File: src/rtl/seven_seg_scanner_if.sv
// Display-side signal bundle for the seven-segment scanner.
//   BCD       : packed 5-digit BCD score (units in [3:0])
//   Enable    : 0 blanks the display, timing keeps running
//   An        : anode enables, active-low, An[0] = units digit
//   Seg       : segments {CG..CA}, active-low
//   Dp        : decimal point, active-low
//   FrameDone : one-cycle pulse at the start of each frame
// master = score source / display consumer, slave = scanner.
interface seven_seg_scanner_if;
  logic [19:0] BCD;
  logic        Enable;
  logic [3:0]  An;
  logic [6:0]  Seg;
  logic        Dp;
  logic        FrameDone;

  modport master (
    output BCD, Enable,
    input  An, Seg, Dp, FrameDone
  );

  modport slave (
    input  BCD, Enable,
    output An, Seg, Dp, FrameDone
  );
endinterface

File: src/rtl/seven_seg_scanner.sv
// Four-digit common-anode seven-segment scanner.
// Takes one saturated snapshot of the BCD score per frame and multiplexes
// the four digits in fixed-length slots. Each slot starts with GUARD dark
// cycles to suppress ghosting. Leading zeros are blanked; digit 0 is
// always shown.
// Ports:
//   Clk     : system clock
//   Reset_n : synchronous active-low reset
//   disp    : seven_seg_scanner_if.slave (BCD/Enable in, An/Seg/Dp/FrameDone out)
module seven_seg_scanner #(
  parameter int REFRESH_DIV = 100000,
  parameter int GUARD       = 4
) (
  input logic                Clk,
  input logic                Reset_n,
  seven_seg_scanner_if.slave disp
);

  localparam int CW = (REFRESH_DIV > 1) ? $clog2(REFRESH_DIV) : 1;
  localparam logic [CW-1:0] CNT_LAST  = CW'(REFRESH_DIV - 1);
  localparam logic [CW-1:0] CNT_GUARD = CW'(GUARD);

  logic [CW-1:0] cnt_q, cnt_d;
  logic [1:0]    idx_q, idx_d;
  logic [15:0]   snap_q, snap_d;
  logic [3:0]    an_q, an_d;
  logic [6:0]    seg_q, seg_d;
  logic          fd_q, fd_d;

  logic          wrap;
  logic [3:0]    nib;
  logic          blank;
  logic          dark;

  function automatic logic [6:0] decode(input logic [3:0] n);
    case (n)
      4'd0:    decode = 7'b1000000;
      4'd1:    decode = 7'b1111001;
      4'd2:    decode = 7'b0100100;
      4'd3:    decode = 7'b0110000;
      4'd4:    decode = 7'b0011001;
      4'd5:    decode = 7'b0010010;
      4'd6:    decode = 7'b0000010;
      4'd7:    decode = 7'b1111000;
      4'd8:    decode = 7'b0000000;
      4'd9:    decode = 7'b0010000;
      default: decode = 7'b0111111;  // non-BCD nibble shows a dash
    endcase
  endfunction

  always_comb begin
    wrap   = (cnt_q == CNT_LAST);
    cnt_d  = wrap ? '0 : cnt_q + CW'(1);
    idx_d  = wrap ? idx_q + 2'd1 : idx_q;
    snap_d = snap_q;
    // Snapshot on the edge that closes slot 3, i.e. the first edge of a frame.
    if (wrap && idx_q == 2'd3) begin
      snap_d = (disp.BCD[19:16] != 4'd0) ? 16'h9999 : disp.BCD[15:0];
    end

    // A digit is blanked when it and every more-significant digit is zero.
    nib   = snap_q[3:0];
    blank = 1'b0;
    case (idx_q)
      2'd0: begin nib = snap_q[3:0];   blank = 1'b0;                   end
      2'd1: begin nib = snap_q[7:4];   blank = (snap_q[15:4]  == '0);  end
      2'd2: begin nib = snap_q[11:8];  blank = (snap_q[15:8]  == '0);  end
      default: begin nib = snap_q[15:12]; blank = (snap_q[15:12] == '0); end
    endcase

    dark  = !disp.Enable || (cnt_q < CNT_GUARD) || blank;
    an_d  = dark ? 4'b1111 : ~(4'b0001 << idx_q);
    seg_d = dark ? 7'b1111111 : decode(nib);
    fd_d  = (idx_q == 2'd0) && (cnt_q == '0);
  end

  always_ff @(posedge Clk) begin
    if (!Reset_n) begin
      cnt_q  <= '0;
      idx_q  <= 2'd0;
      snap_q <= 16'h0000;
      an_q   <= 4'b1111;
      seg_q  <= 7'b1111111;
      fd_q   <= 1'b0;
    end else begin
      cnt_q  <= cnt_d;
      idx_q  <= idx_d;
      snap_q <= snap_d;
      an_q   <= an_d;
      seg_q  <= seg_d;
      fd_q   <= fd_d;
    end
  end

  assign disp.An        = an_q;
  assign disp.Seg       = seg_q;
  assign disp.Dp        = 1'b1;
  assign disp.FrameDone = fd_q;

endmodule

File: src/flat_wrapper.sv
// flat-port wrapper written by rule: the top's interface ports become plain ports
module seven_seg_scanner_flat 
#(
  parameter int REFRESH_DIV = 100000,
  parameter int GUARD       = 4
)
  (Clk, Reset_n, disp_BCD, disp_Enable, disp_An, disp_Seg, disp_Dp, disp_FrameDone);
  seven_seg_scanner_if disp_i ();
  input logic Clk;
  input logic Reset_n;
  input wire logic [$bits(disp_i.BCD)-1:0] disp_BCD;
  input wire logic [$bits(disp_i.Enable)-1:0] disp_Enable;
  output wire logic [$bits(disp_i.An)-1:0] disp_An;
  output wire logic [$bits(disp_i.Seg)-1:0] disp_Seg;
  output wire logic [$bits(disp_i.Dp)-1:0] disp_Dp;
  output wire logic [$bits(disp_i.FrameDone)-1:0] disp_FrameDone;
  assign disp_i.BCD = disp_BCD;
  assign disp_i.Enable = disp_Enable;
  assign disp_An = disp_i.An;
  assign disp_Seg = disp_i.Seg;
  assign disp_Dp = disp_i.Dp;
  assign disp_FrameDone = disp_i.FrameDone;
  seven_seg_scanner #(.REFRESH_DIV(REFRESH_DIV), .GUARD(GUARD)) u_core (.Clk(Clk), .Reset_n(Reset_n), .disp(disp_i));
endmodule
File: config.mk
export PLATFORM = sky130hd
export DESIGN_NAME = seven_seg_scanner_flat
export DESIGN_NICKNAME = d
export VERILOG_FILES = /design/src/rtl/seven_seg_scanner_if.sv /design/src/rtl/seven_seg_scanner.sv /design/src/flat_wrapper.sv
export SDC_FILE = /design/constraint.sdc
export NUM_CORES = 1
export LEC_CHECK = 0
export ABC_AREA = 1
export BUFFER_PORTS_ARGS = -buffer_cell sky130_fd_sc_hd__buf_2
export CAP_MARGIN = 20
export CORE_UTILIZATION = 64
export CTS_BUF_LIST = sky130_fd_sc_hd__clkbuf_4
export DETAILED_ROUTE_END_ITERATION = 12
export PLACE_DENSITY = 0.86
export SYNTH_ARGS = -nofsm -noshare
export SYNTH_HDL_FRONTEND = slang
export SYNTH_SLANG_ARGS = --single-unit
File: constraint.sdc
create_clock -name Clk -period 4.3 [get_ports Clk]
set_clock_uncertainty 0.1 [all_clocks]
set_input_delay 0.86 -clock Clk [delete_from_list [all_inputs] [get_ports Clk]]
set_output_delay 0.86 -clock Clk [all_outputs]
set_load 0.02 [all_outputs]
; Yosys cells after proc, flatten, opt, wreduce, memory -nomap -nowiden
; Memories as Yosys holds them, arrays and structs flattened. A register that Yosys moved wholly into a read port is not among the register bits.
; Cells that the tools add are included.
[totals]
output_inout_bits = 13
in_bits = 23
regBits = 40
word_cells = 32
mem_count = 1
rom_bits = 112
[classes]
bitwise = 2
eq_ne = 4
reduce_logical = 13
n_lt_le_gt_ge = 1
n_addsub = 2
shift = 1
n_mux = 3
[mem_list]
columns = name, words, word_bits, read_ports, rd_ports_with_merged_regs, wr, line
row1 = (no name shown), 16, 7, 1, 1, 0, seven_seg_scanner.sv:36  ; case (n)
[op_table]
columns = operator, n
row1 = 17-bit by 1-bit adder with 17-bit output (second input constant), 1
row2 = 17-bit == test (second input constant), 1
row3 = 17-bit logical NOT, 1
row4 = 17-bit by 3-bit less-than comparator with 1-bit output (second input constant), 1
row5 = 16-bit 2-to-1 mux, 1
row6 = 12-bit logical NOT, 1
row7 = 4-bit case mux with 3 select lines, 1
row8 = 8-bit logical NOT, 1
row9 = 2-bit == test (second input constant), 2
row10 = 4-bit logical NOT, 1
row11 = 4-bit NOT, 1
row12 = 4-bit nonzero test, 1
row13 = 2-bit OR reduction, 2
row14 = 1-bit by 2-bit << shifter with 4-bit output (first input constant), 1
row15 = 1-bit case mux with 3 select lines, 1
row16 = 2-bit by 1-bit adder with 2-bit output (second input constant), 1
row17 = 2-bit by 1-bit == test with 1-bit output (second input constant), 1
row18 = 1-bit logical AND, 2
row19 = 2-bit logical NOT, 1
row20 = 1-bit logical OR, 2
row21 = 1-bit logical NOT, 1
row22 = 1-bit NOT, 1

; Longest topological paths before layout
[logic_depth]
depth_word = 4
mapped_depth = 12
depth_no_buf = 12

; Least setup slack after synthesis
; OpenSTA, ideal clock, no wires.
[synth_path]
path_type = register to register
from = register u_core.idx_q[0]
to = register u_core.seg_q[5] (netlist: u_core.disp.Seg[5])
setup_time_ps = 121
n_path_buf = 0
t_arrival_ps = 1655
path_slack_ps = 2424
synth_period_minus_slack_ps = 1876
stages_incl_launch_ff = 12
required_time_ps = 4079
cell_sequence = dfxtp_1 > inv_1 > ha_1 > nand2_1 > nand2_1 > o21ai_2 > inv_1 > ha_1 > o21ai_0 > inv_1 > nand2_1 > nand2_1
[synth_via]
elab_chain_len = 4
word_cells_on_any_way = 7
classes_between = eq/ne: 2 / mux: 2 / reduce/logical: 3
[synth_lines]
columns = element, line
row1 = "start, declared", seven_seg_scanner.sv:24  ; logic [1:0] idx_q, idx_d;
row2 = "start signal, assigned", seven_seg_scanner.sv:87  ; idx_q <= idx_d;
row3 = 2-bit == test (tied with other cells), seven_seg_scanner.sv:64  ; case (idx_q)
row4 = 1-bit case mux with 3 select lines, seven_seg_scanner.sv:64
row5 = 1-bit logical OR, seven_seg_scanner.sv:71  ; dark = !disp.Enable || (cnt_q < CNT_GUARD) || blank;
row6 = 2-bit OR reduction (no line), --
row7 = "end, declared", seven_seg_scanner.sv:27  ; logic [6:0] seg_q, seg_d;
; Several ways; a longest one is shown, not always the timed one.
; A chain may end at the register's enable or synchronous reset.

; Worst setup path after layout
; Same ends and word-level chain as after synthesis.

==> results.toml <==
[global_routing]
overflow = 0
grt_pass1_vias = 2102
antenna_found_initial = 0
grt_usage_pct = 27.6
grt_pass1_wl_um = 9000
grt_max_degree = 25

[synthesis]
synth_warnings = 0
synth_top_area_share_pct = 37.4
netlist_area_um2 = 2520
syn_inst = 380
synth_largest_area_cell = "dfxtp_1"
ys_seq_area_share_pct = 37.4
synthDistinctLibCells = 31
syn_area_per_cell_um2 = 6.62
syn_nets = 413
synth_area_leaders = "dfxtp_1 (37%), nand2_1 (16%), inv_1 (8.1%)"
synth-seq-cells = 47

[pwr]
ir_drop_mv = 0.167
p_leak_nw = 1.23
p_per_area_nw_per_um2 = 269

[die]
initial_core_util_pct = 67.7
io_pins = 36
dieArea_um2 = 4190
placementRows = 22
die_x_um = 64.7
core-area_um2 = 3720
die_h_um = 64.7

[routing]
antenna_left = 0
remaining_drc_errors = 0
num_vias = 2355
drt-wirelength-per-cell_um = 11.0
wl_um = 5080
drt_iter0_drc = 140
drt-pass1-iter-count = 5
routed_via_density = 5.10

[sta]
slew_headroom_pct = 47.7
period_minus_slack_ns = 2.19
rsz0062_at_grt = "false"
timing.setup.tns_ns = 0
worst_slew_pin_slew_ns = 0.778
hold_viol_final = 0
fmax_mhz = 457
drv_slew = 0
fin_ws_ns = 2.11
min_period_over_period_pct = 50.9
setup_viol = 0

[critical_path]
crit_buf_inv = 3
path_delay_family = "compound AO/OA/AOI/OAI gates"
crit_arrival_ns = 2.37
path_cells = "inv_1 -> ha_1 -> nand2_1 -> nand2_1 -> o21ai_2 -> inv_1 -> ha_1 -> o21ai_0 -> inv_1 -> nand2_1 -> nand2_1"
cp_slowest_cell = "dfxtp_1"
crit_top_cell = "nand2_1"
worstSetupEndpointType = "register"
required_ns = 4.48
critPathMaxFanout = 6
startpoint_type = "register"
worst_path_largest_cell_delay_ns = 0.43
path_class = "register to register"

[placed_design]
pre_cts_ws_ns = 2.01
gp_congestion = 0.853
port-buffer-count = 34
dp_hpwl_um = 3880

[finish]
layout_commonest_cell = "nand2_1"
final_nets = 446
diodes = 0
drive_gt1_share_pct = 13.8
layout_common_cells = "nand2_1 (109), inv_1 (54), nor2_1 (54)"
area_growth_pct = 9.89

[cts]
post_cts_buffers = 0
root_buffer = "clkbuf_4"
tritoncts = "built"
hold_buffers = 0
clkLatencyLatePin_ns = 0.38
cts.path.max_buffers = 2
htreeDepth = 2
clkTransAtPathRegs_ns = 0.14
cts_buffers = 5
cts_sinks = 47
post_cts_resize_count = 0

[worst_hold_path]
min_path_type = "register to register"

[status]
status = "complete, no violations"

[run]
max-cap-violations = 0
==> path summary, 6_finish.rpt <==
check | from | to | cells past startpoint | slack (ns)
max | u_core.idx_q[0] | u_core.disp.Seg[5] | 11 | 2.11
min | u_core.cnt_q[15] | u_core.cnt_q[15] | 2 | 0.40
max reg2reg | u_core.idx_q[0] | u_core.disp.Seg[5] | 11 | 2.11
min reg2reg | u_core.cnt_q[15] | u_core.cnt_q[15] | 2 | 0.40
==> cell usage after synthesis, drive strengths merged <==
library cell	number
a21oi	16
nand3	28
xor2	1
nor2	60
o21bai	1
dfxtp	47
clkinv	2
nand4	15
a31oi	2
nor3	6
o21ai	13
or2	2
inv	55
conb	1
buf	8
nand3b	1
nand2	110
nor4	2
ha	10
==> state kept, by name, summed over array words and instances, names as in the netlist <==
name                   count
u_core.disp.FrameDone      1
u_core.disp.Seg            7
u_core.cnt_q              17
u_core.disp.An             4
u_core.snap_q             16
u_core.idx_q               2
==> logic make-up after synthesis <==
kind of cell	synth area share, %
buf+inv	10.8
flops	37.4
other cells	0.149
fa+ha+maj	4.97
xor+xnor	0.348
compound gates	6.71
simple gates	39.7
==> metal layers <==
metal / vias to the layer above / global-route usage (%) / share of wire [%]
li1: 1252 / - / -
met1: 1025 / 35.0 / 46
met2: 71 / 44.4 / 46
met3: 7 / 6.69 / 6.6
met4: 0 / 11.4 / 1.3
met5: - / 0 / 0
==> power breakdown <==
| group | total [mW] | leakage (nW) | internal (mW) | switching (mW) |
|---|---|---|---|---|
| registers | 0.443 | 0.380 | 0.440 | 0.00317 |
| logic | 0.0381 | 0.805 | 0.0147 | 0.0234 |
| clock network | 0.262 | 0.0426 | 0.120 | 0.143 |
| total | 0.743 | 1.23 | 0.574 | 0.169 |
==> final cells by class <==
class	count	area [um^2]
fillers	321	950
clock buffers	5	37.5
inverters	57	214
repair buffers	34	170
well taps	48	60.1
clock inverters	3	38.8
multi-input cells	268	1310
flip-flops and latches	47	941
==> tightest hold or removal path: stages, from the launching register on <==
cell     delay [ns]
dfxtp_1        0.35
nand2_1        0.07
a21oi_1        0.05
==> stage by stage <==
step	std cells	utilization [%]	instance area (um^2)	total power, mW	hold slack [ns]
finish	462	74.4	2770	0.743	0.403
detailed placement	454	72.4	2690	0.491	0.385
floorplan	380	-	2520	0.474	0.341
global placement	454	72.4	2690	0.490	0.361
global route	462	74.4	2770	0.774	0.437
CTS	462	74.4	2770	0.749	0.403
Power figures use the tool's default switching activity.
